$ cat src/rtl/fp_mul_norm_round_pkg.sv
`default_nettype none
// ============================================================================
// Module      : fp_mul_norm_round_pkg
// Description : Shared constants and types for the FP multiplier
//               normalize/round back end.
// Revision    : 1.0 - initial release
// ============================================================================
package fp_mul_norm_round_pkg;

    // IEEE-754 single-precision exponent constants
    localparam int c_bias    = 127;
    localparam int c_exp_max = 255;

    // Canonical quiet NaN
    localparam logic [31:0] c_qnan = 32'h7FC0_0000;

    // Bit positions inside spec_in = {is_nan, is_inf, is_zero}
    localparam int c_spec_nan  = 2;
    localparam int c_spec_inf  = 1;
    localparam int c_spec_zero = 0;

    // Bit positions inside flags = {overflow, underflow, inexact}
    localparam int c_flag_ovf = 2;
    localparam int c_flag_unf = 1;
    localparam int c_flag_inx = 0;

    // Working exponent width: 10-bit signed input plus one bit of headroom
    localparam int c_exp_w = 11;

    // Contents of the normalize stage register
    typedef struct packed {
        logic                       sign;
        logic [2:0]                 spec;
        logic signed [c_exp_w-1:0]  exp;
        logic [22:0]                mant;
        logic                       guard;
        logic                       sticky;
    } s1_t;

endpackage : fp_mul_norm_round_pkg
`default_nettype wire

$ cat src/rtl/fp_mul_norm_round_if.sv
`default_nettype none
// ============================================================================
// Module      : fp_mul_norm_round_if
// Description : Valid/ready input and output channels of the normalize/round
//               back end.
// Revision    : 1.0 - initial release
// ============================================================================
interface fp_mul_norm_round_if;

    // Input channel
    logic        in_valid;
    logic        in_ready;
    logic [47:0] prod;
    logic [9:0]  exp_sum;
    logic        sign_in;
    logic [2:0]  spec_in;

    // Output channel
    logic        out_valid;
    logic        out_ready;
    logic [31:0] result;
    logic [2:0]  flags;

    // Upstream producer / downstream consumer side
    modport master (
        output in_valid, prod, exp_sum, sign_in, spec_in, out_ready,
        input  in_ready, out_valid, result, flags
    );

    // The rounding block itself
    modport slave (
        input  in_valid, prod, exp_sum, sign_in, spec_in, out_ready,
        output in_ready, out_valid, result, flags
    );

endinterface : fp_mul_norm_round_if
`default_nettype wire

$ cat src/rtl/fp_mul_norm_round_rne.sv
`default_nettype none
// ============================================================================
// Module      : fp_round_rne
// Description : Combinational round-to-nearest-even, exponent limit handling,
//               special-operand override and IEEE-754 single packing.
// Revision    : 1.0 - initial release
// ============================================================================
module fp_round_rne
    import fp_mul_norm_round_pkg::*;
#(
    parameter int FLUSH_SUBNORMAL = 1
) (
    input  wire logic [22:0]                i_mant,
    input  wire logic                       i_guard,
    input  wire logic                       i_sticky,
    input  wire logic signed [c_exp_w-1:0]  i_exp,
    input  wire logic                       i_sign,
    input  wire logic [2:0]                 i_spec,
    output logic [31:0]                     o_result,
    output logic [2:0]                      o_flags
);

    logic                       w_inc;
    logic [23:0]                w_mant_sum;
    logic signed [c_exp_w-1:0]  w_exp_f;
    logic                       w_inexact;
    logic [30:0]                w_uf_mag;
    logic                       w_uf_inexact;

    // Round-to-nearest-even on the normal path; a carry-out bumps the exponent
    always_comb begin
        w_inc      = i_guard && (i_sticky || i_mant[0]);
        w_mant_sum = {1'b0, i_mant} + {23'd0, w_inc};
        w_exp_f    = i_exp + $signed({{(c_exp_w-1){1'b0}}, w_mant_sum[23]});
        w_inexact  = i_guard || i_sticky;
    end

    generate
        if (FLUSH_SUBNORMAL != 0) begin : g_flush
            // Tiny results collapse to signed zero and always lose precision
            assign w_uf_mag     = 31'd0;
            assign w_uf_inexact = 1'b1;
        end else begin : g_denorm
            logic signed [c_exp_w-1:0] w_sh_full;
            logic [4:0]                w_sh;
            logic [49:0]               w_ext;
            logic                      w_dg;
            logic                      w_ds;
            logic                      w_dinc;

            // Denormalize by (1 - exp), then round the shifted significand
            always_comb begin
                w_sh_full = $signed(11'sd1) - i_exp;
                if (w_sh_full > $signed(11'sd26)) begin
                    w_sh = 5'd26;
                end else if (w_sh_full < $signed(11'sd1)) begin
                    w_sh = 5'd0;
                end else begin
                    w_sh = w_sh_full[4:0];
                end
                w_ext        = {1'b1, i_mant, i_guard, 25'd0} >> w_sh;
                w_dg         = w_ext[25];
                w_ds         = (|w_ext[24:0]) || i_sticky;
                w_dinc       = w_dg && (w_ds || w_ext[26]);
                w_uf_mag     = {7'd0, w_ext[49:26]} + {30'd0, w_dinc};
                w_uf_inexact = w_dg || w_ds;
            end
        end
    endgenerate

    // Special operands first, then overflow, underflow and normal packing
    always_comb begin
        o_result = 32'd0;
        o_flags  = 3'd0;
        if (i_spec[c_spec_nan] || (i_spec[c_spec_inf] && i_spec[c_spec_zero])) begin
            o_result = c_qnan;
        end else if (i_spec[c_spec_inf]) begin
            o_result = {i_sign, 8'hFF, 23'd0};
        end else if (i_spec[c_spec_zero]) begin
            o_result = {i_sign, 31'd0};
        end else if (w_exp_f >= $signed(c_exp_w'(c_exp_max))) begin
            o_result             = {i_sign, 8'hFF, 23'd0};
            o_flags[c_flag_ovf]  = 1'b1;
            o_flags[c_flag_inx]  = 1'b1;
        end else if (w_exp_f <= $signed(11'sd0)) begin
            o_result             = {i_sign, w_uf_mag};
            o_flags[c_flag_unf]  = w_uf_inexact;
            o_flags[c_flag_inx]  = w_uf_inexact;
        end else begin
            o_result             = {i_sign, w_exp_f[7:0], w_mant_sum[22:0]};
            o_flags[c_flag_inx]  = w_inexact;
        end
    end

endmodule : fp_round_rne
`default_nettype wire

$ cat src/rtl/fp_mul_norm_round.sv
`default_nettype none
// ============================================================================
// Module      : fp_mul_norm_round
// Description : Two-stage normalize / round-and-pack back end for a single
//               precision multiplier, with valid/ready flow control.
// Revision    : 1.0 - initial release
// ============================================================================
module fp_mul_norm_round
    import fp_mul_norm_round_pkg::*;
#(
    parameter int FLUSH_SUBNORMAL = 1
) (
    input  wire logic           clk,
    input  wire logic           rst,
    fp_mul_norm_round_if.slave  bus
);

    logic        w_advance;
    s1_t         w_norm;
    logic [31:0] w_rnd_result;
    logic [2:0]  w_rnd_flags;

    logic        r_s1_valid;
    s1_t         r_s1;
    logic        r_out_valid;
    logic [31:0] r_result;
    logic [2:0]  r_flags;

    // Both stages move together whenever the output slot is free or draining
    assign w_advance     = !r_out_valid || bus.out_ready;
    assign bus.in_ready  = w_advance;
    assign bus.out_valid = r_out_valid;
    assign bus.result    = r_result;
    assign bus.flags     = r_flags;

    // Normalize: the leading one sits at bit 47 or bit 46 of the product
    always_comb begin
        w_norm      = '0;
        w_norm.sign = bus.sign_in;
        w_norm.spec = bus.spec_in;
        if (bus.prod[47]) begin
            w_norm.mant   = bus.prod[46:24];
            w_norm.guard  = bus.prod[23];
            w_norm.sticky = |bus.prod[22:0];
            w_norm.exp    = {bus.exp_sum[9], bus.exp_sum} + 11'd1;
        end else begin
            w_norm.mant   = bus.prod[45:23];
            w_norm.guard  = bus.prod[22];
            w_norm.sticky = |bus.prod[21:0];
            w_norm.exp    = {bus.exp_sum[9], bus.exp_sum};
        end
    end

    fp_round_rne #(
        .FLUSH_SUBNORMAL (FLUSH_SUBNORMAL)
    ) u_round (
        .i_mant   (r_s1.mant),
        .i_guard  (r_s1.guard),
        .i_sticky (r_s1.sticky),
        .i_exp    (r_s1.exp),
        .i_sign   (r_s1.sign),
        .i_spec   (r_s1.spec),
        .o_result (w_rnd_result),
        .o_flags  (w_rnd_flags)
    );

    // Pipeline registers: payloads load only behind a valid bit, all hold on stall
    always_ff @(posedge clk) begin
        if (rst) begin
            r_s1_valid  <= 1'b0;
            r_s1        <= '0;
            r_out_valid <= 1'b0;
            r_result    <= 32'd0;
            r_flags     <= 3'd0;
        end else if (w_advance) begin
            r_s1_valid  <= bus.in_valid;
            if (bus.in_valid) begin
                r_s1 <= w_norm;
            end
            r_out_valid <= r_s1_valid;
            if (r_s1_valid) begin
                r_result <= w_rnd_result;
                r_flags  <= w_rnd_flags;
            end
        end
    end

endmodule : fp_mul_norm_round
`default_nettype wire
$ cat src/flat_wrapper.sv
// flat-port wrapper written by rule: the top's interface ports become plain ports
module fp_mul_norm_round_flat import fp_mul_norm_round_pkg::*;
#(
    parameter int FLUSH_SUBNORMAL = 1
)
  (clk, rst, bus_in_valid, bus_prod, bus_exp_sum, bus_sign_in, bus_spec_in, bus_out_ready, bus_in_ready, bus_out_valid, bus_result, bus_flags);
  fp_mul_norm_round_if bus_i ();
  input  wire logic clk;
  input  wire logic rst;
  input wire logic [$bits(bus_i.in_valid)-1:0] bus_in_valid;
  input wire logic [$bits(bus_i.prod)-1:0] bus_prod;
  input wire logic [$bits(bus_i.exp_sum)-1:0] bus_exp_sum;
  input wire logic [$bits(bus_i.sign_in)-1:0] bus_sign_in;
  input wire logic [$bits(bus_i.spec_in)-1:0] bus_spec_in;
  input wire logic [$bits(bus_i.out_ready)-1:0] bus_out_ready;
  output wire logic [$bits(bus_i.in_ready)-1:0] bus_in_ready;
  output wire logic [$bits(bus_i.out_valid)-1:0] bus_out_valid;
  output wire logic [$bits(bus_i.result)-1:0] bus_result;
  output wire logic [$bits(bus_i.flags)-1:0] bus_flags;
  assign bus_i.in_valid = bus_in_valid;
  assign bus_i.prod = bus_prod;
  assign bus_i.exp_sum = bus_exp_sum;
  assign bus_i.sign_in = bus_sign_in;
  assign bus_i.spec_in = bus_spec_in;
  assign bus_i.out_ready = bus_out_ready;
  assign bus_in_ready = bus_i.in_ready;
  assign bus_out_valid = bus_i.out_valid;
  assign bus_result = bus_i.result;
  assign bus_flags = bus_i.flags;
  fp_mul_norm_round #(.FLUSH_SUBNORMAL(FLUSH_SUBNORMAL)) u_core (.clk(clk), .rst(rst), .bus(bus_i));
endmodule
$ cat config.mk
export PLATFORM = sky130hd
export DESIGN_NAME = fp_mul_norm_round_flat
export DESIGN_NICKNAME = d
export VERILOG_FILES = /design/src/rtl/fp_mul_norm_round_pkg.sv /design/src/rtl/fp_mul_norm_round_if.sv /design/src/rtl/fp_mul_norm_round_rne.sv /design/src/rtl/fp_mul_norm_round.sv /design/src/flat_wrapper.sv
export SDC_FILE = /design/constraint.sdc
export NUM_CORES = 1
export LEC_CHECK = 0
export BUFFER_PORTS_ARGS = -buffer_cell sky130_fd_sc_hd__buf_2
export CAP_MARGIN = 25
export CORE_MARGIN = 4
export CORE_UTILIZATION = 59
export CTS_BUF_LIST = sky130_fd_sc_hd__clkbuf_4 sky130_fd_sc_hd__clkbuf_8
export DETAILED_ROUTE_END_ITERATION = 8
export PLACE_DENSITY_LB_ADDON = 0.15
export SETUP_SLACK_MARGIN = 0.5
export SLEW_MARGIN = 25
export SYNTH_ARGS = -nofsm -noshare
export SYNTH_HDL_FRONTEND = slang
export SYNTH_SLANG_ARGS = --single-unit
export TNS_END_PERCENT = 50
$ cat constraint.sdc
create_clock -name clk -period 5.2 [get_ports clk]
set_input_delay 0.26 -clock clk [delete_from_list [all_inputs] [get_ports clk]]
set_output_delay 0.26 -clock clk [all_outputs]
set_load 0.01 [all_outputs]
== Yosys cells after proc, flatten, opt, wreduce, memory -nomap -nowiden ==
Cells that the tools add are included.

* Register bits after elaboration: 77
* Latch bits: 0
* RAM bits: 0
* ROM bits: 0
* Input bits: 66
* Output and inout bits: 37
* Logic and storage cells: 40
* Memories: 0

* Add/sub/neg operators: 3
* Multipliers: 0
* Div/mod/pow operators: 0
* $lt $le $gt $ge: 2
* Equal/unequal tests: 0
* Shift operators: 0
* Mux-type cells: 14
* Bitwise gates (word level): 0
* Reduce and logical (&&, ||, !) cells: 11

{| class="wikitable"
|+ Operators with widths
! operator !! number
|-
| 31-bit two-way mux || 4
|-
| 36-bit two-way mux || 1
|-
| 32-bit two-way mux || 1
|-
| 23-bit by 1-bit adder with 24-bit output || 1
|-
| 23-bit OR reduction || 1
|-
| 22-bit OR reduction || 1
|-
| 10-bit by 2-bit adder with 11-bit output, second input constant || 1
|-
| 11-bit by 2-bit adder with 11-bit output || 1
|-
| 11-bit by 9-bit greater-or-equal comparator with 1-bit output, second input constant || 1
|-
| 11-bit by 1-bit less-or-equal comparator with 1-bit output, second input constant || 1
|-
| 3-bit two-way mux || 3
|-
| 1-bit two-way mux || 5
|-
| 1-bit logical OR || 4
|-
| 2-bit AND reduction || 2
|-
| 1-bit logical AND || 2
|-
| 1-bit logical NOT || 1
|}

== Depth between registers and ports, before layout ==
* Depth in word-level cells: 10
* Mapped depth: 15
* Mapped depth without buffers: 13

== Modules after synthesis ==
Synthesis repeated with hierarchy kept, for this count alone.

* Cell total of the unflattened synthesis: 518
* Area, all modules: 4332.9 um^2

{| class="wikitable"
|+ Modules (own cells, without submodules)
! module !! instances !! cells each !! area an instance (um^2) !! sequential area each (um^2)
|-
| fp_mul_norm_round || 1 || 361 || 3369.5 || 1541.5
|-
| fp_round_rne || 1 || 157 || 963.4 || 0.0
|}

== Worst setup path after synthesis ==
No wires, ideal clock.

* Path kind: register to register
* Start point: reg u_core.r_s1[0] (netlist name)
* End point: reg u_core.r_result[23] (netlist: u_core.bus.result[23])
* Library setup time: 0.119 ns
* Arrival time: 2.934 ns
* Data required time: 5.081 ns
* Slack: 2.147 ns
* Stages on the path, launching flop included: 15
* Path buffers: 1
* Period minus slack after synthesis: 3.053 ns
* Cells stage by stage: dfxtp_1 o21a_1 ha_1 nand4_1 nor3_1 and3_1 ha_1 ha_1 buf_2 nand4_4 nor3_2 xor2_1 nor2_1 o21ba_2 o221a_2

* Longest elaborated chain between the ends: 10
* Elaborated cells on any way between the ends: 11
* Those cells by class: add/sub: 2; order compare: 2; mux: 5; reduce/logical: 2

{| class="wikitable"
|+ RTL lines
! what !! line !! source
|-
| start: declaration || fp_mul_norm_round.sv:24 || <nowiki>s1_t r_s1;</nowiki>
|-
| start signal: assignment || fp_mul_norm_round.sv:78 || <nowiki>r_s1 <= w_norm;</nowiki>
|-
| 1-bit logical OR (*) || fp_mul_norm_round_rne.sv:32 || <nowiki>w_inc = i_guard && (i_sticky || i_mant[0]);</nowiki>
|-
| 1-bit logical AND (*) || fp_mul_norm_round_rne.sv:32 ||
|-
| 23-bit by 1-bit adder with 24-bit output (*) || fp_mul_norm_round_rne.sv:33 || <nowiki>w_mant_sum = {1'b0, i_mant} + {23'd0, w_inc};</nowiki>
|-
| 11-bit by 2-bit adder with 11-bit output (*) || fp_mul_norm_round_rne.sv:34 || <nowiki>w_exp_f = i_exp + $signed({{(c_exp_w-1){1'b0}}, w_mant_sum[23]});</nowiki>
|-
| 11-bit by 1-bit less-or-equal comparator with 1-bit output || fp_mul_norm_round_rne.sv:85 || <nowiki>end else if (w_exp_f <= $signed(11'sd0)) begin</nowiki>
|-
| 31-bit two-way mux || fp_mul_norm_round_rne.sv:85 ||
|-
| 31-bit two-way mux (*) || fp_mul_norm_round_rne.sv:81 || <nowiki>end else if (w_exp_f >= $signed(c_exp_w'(c_exp_max))) begin</nowiki>
|-
| 31-bit two-way mux (*) || fp_mul_norm_round_rne.sv:79 || <nowiki>end else if (i_spec[c_spec_zero]) begin</nowiki>
|-
| 31-bit two-way mux (*) || fp_mul_norm_round_rne.sv:77 || <nowiki>end else if (i_spec[c_spec_inf]) begin</nowiki>
|-
| 32-bit two-way mux (*) || fp_mul_norm_round_rne.sv:75 || <nowiki>if (i_spec[c_spec_nan] || (i_spec[c_spec_inf] && i_spec[c_spec_zero])) begin</nowiki>
|-
| end signal: assignment || fp_mul_norm_round.sv:82 || <nowiki>r_result <= w_rnd_result;</nowiki>
|-
| end: declaration || fp_mul_norm_round.sv:26 || <nowiki>logic [31:0] r_result;</nowiki>
|}

Every way passes the cells marked *; elsewhere a longest branch is shown, timed or not.
A chain may end at the register's enable or synchronous reset.

== Worst setup path in the final report ==
* Start point: reg u_core.r_s1[0] (netlist name)
* End point: reg u_core.r_result[11] (netlist: u_core.bus.result[11])

* Longest elaborated chain between the ends: 10
* Elaborated cells on any way between the ends: 11
* Those cells by class: add/sub: 2; order compare: 2; mux: 5; reduce/logical: 2

{| class="wikitable"
|+ RTL lines
! what !! line
|-
| 1-bit logical OR (*) || fp_mul_norm_round_rne.sv:32
|-
| 1-bit logical AND (*) || fp_mul_norm_round_rne.sv:32
|-
| 23-bit by 1-bit adder with 24-bit output (*) || fp_mul_norm_round_rne.sv:33
|-
| 11-bit by 2-bit adder with 11-bit output || fp_mul_norm_round_rne.sv:34
|-
| 11-bit by 1-bit less-or-equal comparator with 1-bit output || fp_mul_norm_round_rne.sv:85
|-
| 31-bit two-way mux || fp_mul_norm_round_rne.sv:85
|-
| 31-bit two-way mux (*) || fp_mul_norm_round_rne.sv:81
|-
| 31-bit two-way mux (*) || fp_mul_norm_round_rne.sv:79
|-
| 31-bit two-way mux (*) || fp_mul_norm_round_rne.sv:77
|-
| 32-bit two-way mux (*) || fp_mul_norm_round_rne.sv:75
|}

Marks and branches as above.

==> reports/results.txt <==
Initial Util = 0.6117
Hold Crit Start = bus_sign_in
fin crit share = 0.7270
Req. time, crit path = 5.48 ns
P_leak = 1.914 nW
post-CTS setup buffer count = 0
clk slew on worst S/H paths = 0.08 ns
synth cell count leaders = 77 x dfxtp_1, 55 x nor2_1, 52 x nand2_1, 35 x a211oi_1, 25 x mux2i_1
PD cells = 296.3 nW/µm²
final hold vios = 0
relative slew slack = 0.4115
# rows = 29
clk sinks = 77
area growth from synthesis to layout = 18.10%
Antenna diodes = 0
worst r2r src = u_core.r_s1[0]$_SDFFE_PP0P_
FF+latch count, synth = 77
CTS tree = built
unrepaired setup endpoints after global routing = no
Floorplan Core Area = 6386 µm²
Peak VDD IR = 0.2104 mV
Clock Tree Buf Depth = 2
critical path capture point type = register
number of global-route vias before repair = 3,188
post-synthesis cell count = 454
syn_area_per_cell = 8.604 µm²
worst hold path class = in -> reg
GPL Wtd Cong = 0.9297
cell breakdown of the critical path = o21a_1 -> ha_1 -> nand4_1 -> nor3_1 -> and3_1 -> ha_1 -> ha_1 -> nand4_4 -> nor3_2 -> xor2_1 -> a21oi_1 -> nand3_2 -> o21ai_1
first-pass GRT wire length = 14,900 µm
initial antenna violation count = 0
dominant synthesized flop cell = dfxtp_1
DR vias = 3,614
Die X = 89.37 µm
Final Power = 1.367 mW
Mapped Area = 3906 µm²
largest cells by area after synthesis = dfxtp_1 39%, a211oi_1 6.7%, mux2i_1 6.4%, nor2_1 5.3%, nand2_1 5.0%
Period minus WS final = 3.781 ns
most frequent cell on the critical path = ha_1
post-CTS sizing = 0
Yosys warnings = 0
max-slew violations = 0
Mapped Nets = 525
IO Count = 103
Critical path origin = u_core.r_s1[0]$_SDFFE_PP0P_
Root Buffer = clkbuf_8
Least-Margin Pin Slew = 0.8828 ns
Setup crit start kind = register
Buffers on Ports = 102
final setup violation count = 0
largest stage delay on the critical path = 0.47 ns
Post-synth EDFFs = 0
count leader, synth = dfxtp_1
Remaining Overflow, GRT = 0
max-cap violations = 0
critical path peak fanout = 22
Vias/cell = 5.810
Setup CP Type = reg -> reg
sequential area share after synthesis = 0.3946
Routed Antenna Nets = 0
worst clock skew = 0.01217 ns
Fin Setup TNS = 0 ns
Unique masters post-synth = 47
post-DR wirelength/cell = 15.04 µm
final net count = 611
WP data arrival = 4.06 ns
Slowest cell on crit path = ha_1
Skew-Pair Late Insertion Delay = 0.35 ns
status = finished clean
H-tree levels = 3
DPL Wire Length = 7084 µm
Die ar. = 7987 µm²
DIE HEIGHT = 89.37 µm
number of buffers created by CTS = 9
drt drc = 0
async set or reset register ratio after synthesis = 0
Yosys top cell area share = 0.3946
router iterations before antenna repair = 4
dominant cell type by area after synthesis = dfxtp_1
WL final = 9352 µm
fmax = 264.5 MHz
All-Layer GR Usage = 0.2386
layout cell share with drive strength beyond 1 = 0.2569
hold-fix buffer count after cts = 0
largest net degree at the start of global routing = 59
Initial DRC Count = 275
## cells by family after synthesis
kind of cell,after synthesis,share of synthesized area
compound gates,96,0.1736
xor+xnor,37,0.08296
fa+ha+maj,5,0.01602
buf+inv,36,0.04324
flops,77,0.3946
mux,25,0.06406
simple gates,178,0.2255
## worst max-delay path: cells and delay by family, from the launching register on
family | cells | cell delay, ns
AND/OR/NAND/NOR | 6 | 1.65
adder cells (fa/ha/maj) | 3 | 0.86
AO/OA/AOI/OAI | 3 | 0.68
flip-flops | 1 | 0.37
XOR/XNOR | 1 | 0.14
## layer usage
layer	global-route usage	vias to the layer above	routed length (µm)
met3	0.04240	12	741
met1	0.3613	1663	4567
li1	-	1811	-
met2	0.3329	128	3918
met4	0.09066	0	125
met5	0	-	0
## registers in the layout (all words and copies together) (netlist names)
signal                cells
u_core.r_s1              40
u_core.bus.out_valid      1
u_core.bus.flags          3
u_core.bus.result        32
u_core.r_s1_valid         1
## stage by stage
stage	setup slack (ns)	instance area, µm²	utilization	std cells	hold WS, ns
final	1.419	4613	0.7224	622	0.1375
after CTS	1.461	4613	0.7224	622	0.1266
after global placement	1.630	4387	0.6869	606	0.4296
after global routing	0.8941	4613	0.7224	622	0.1441
after floorplan	2.147	3906	-	454	0.3960
after detailed placement	1.487	4387	0.6869	606	0.4386
## where the power goes
| group | switching, mW | internal, mW |
|---|---|---|
| Combinational | 0.103 | 0.0865 |
| Sequential | 0.0449 | 0.625 |
| Clock | 0.218 | 0.290 |
## worst paths after layout
kind | end | slack, ns | cells after the start
max | u_core.bus.result[11]$_SDFFE_PP0P_ | 1.42 | 13
min | u_core.r_s1[39]$_SDFFE_PP0P_ | 0.14 | 3
max reg2reg | u_core.bus.result[11]$_SDFFE_PP0P_ | 1.42 | 13
min reg2reg | u_core.bus.result[10]$_SDFFE_PP0P_ | 0.45 | 2
## final cells by class
cell class / count / area (µm²)
repair buffers: 104 / 525.5
clock inverters: 5 / 81.33
flip-flops and latches: 77 / 1541
fillers: 529 / 1773
well taps: 77 / 96.34
inverters: 7 / 26.28
multi-input cells: 341 / 2197
clock buffers: 11 / 145.1
## placed cells by master, fill, tap and decap left out, types with 16 or more instances in the layout
cell type,instances
buf_2,102
dfxtp_1,77
nor2_1,55
nand2_1,52
a211oi_1,35
mux2i_1,25
xnor2_1,20
o21ai_1,20
xor2_1,17
nand3_1,16
Note: power is estimated with default switching activity, not from simulation.
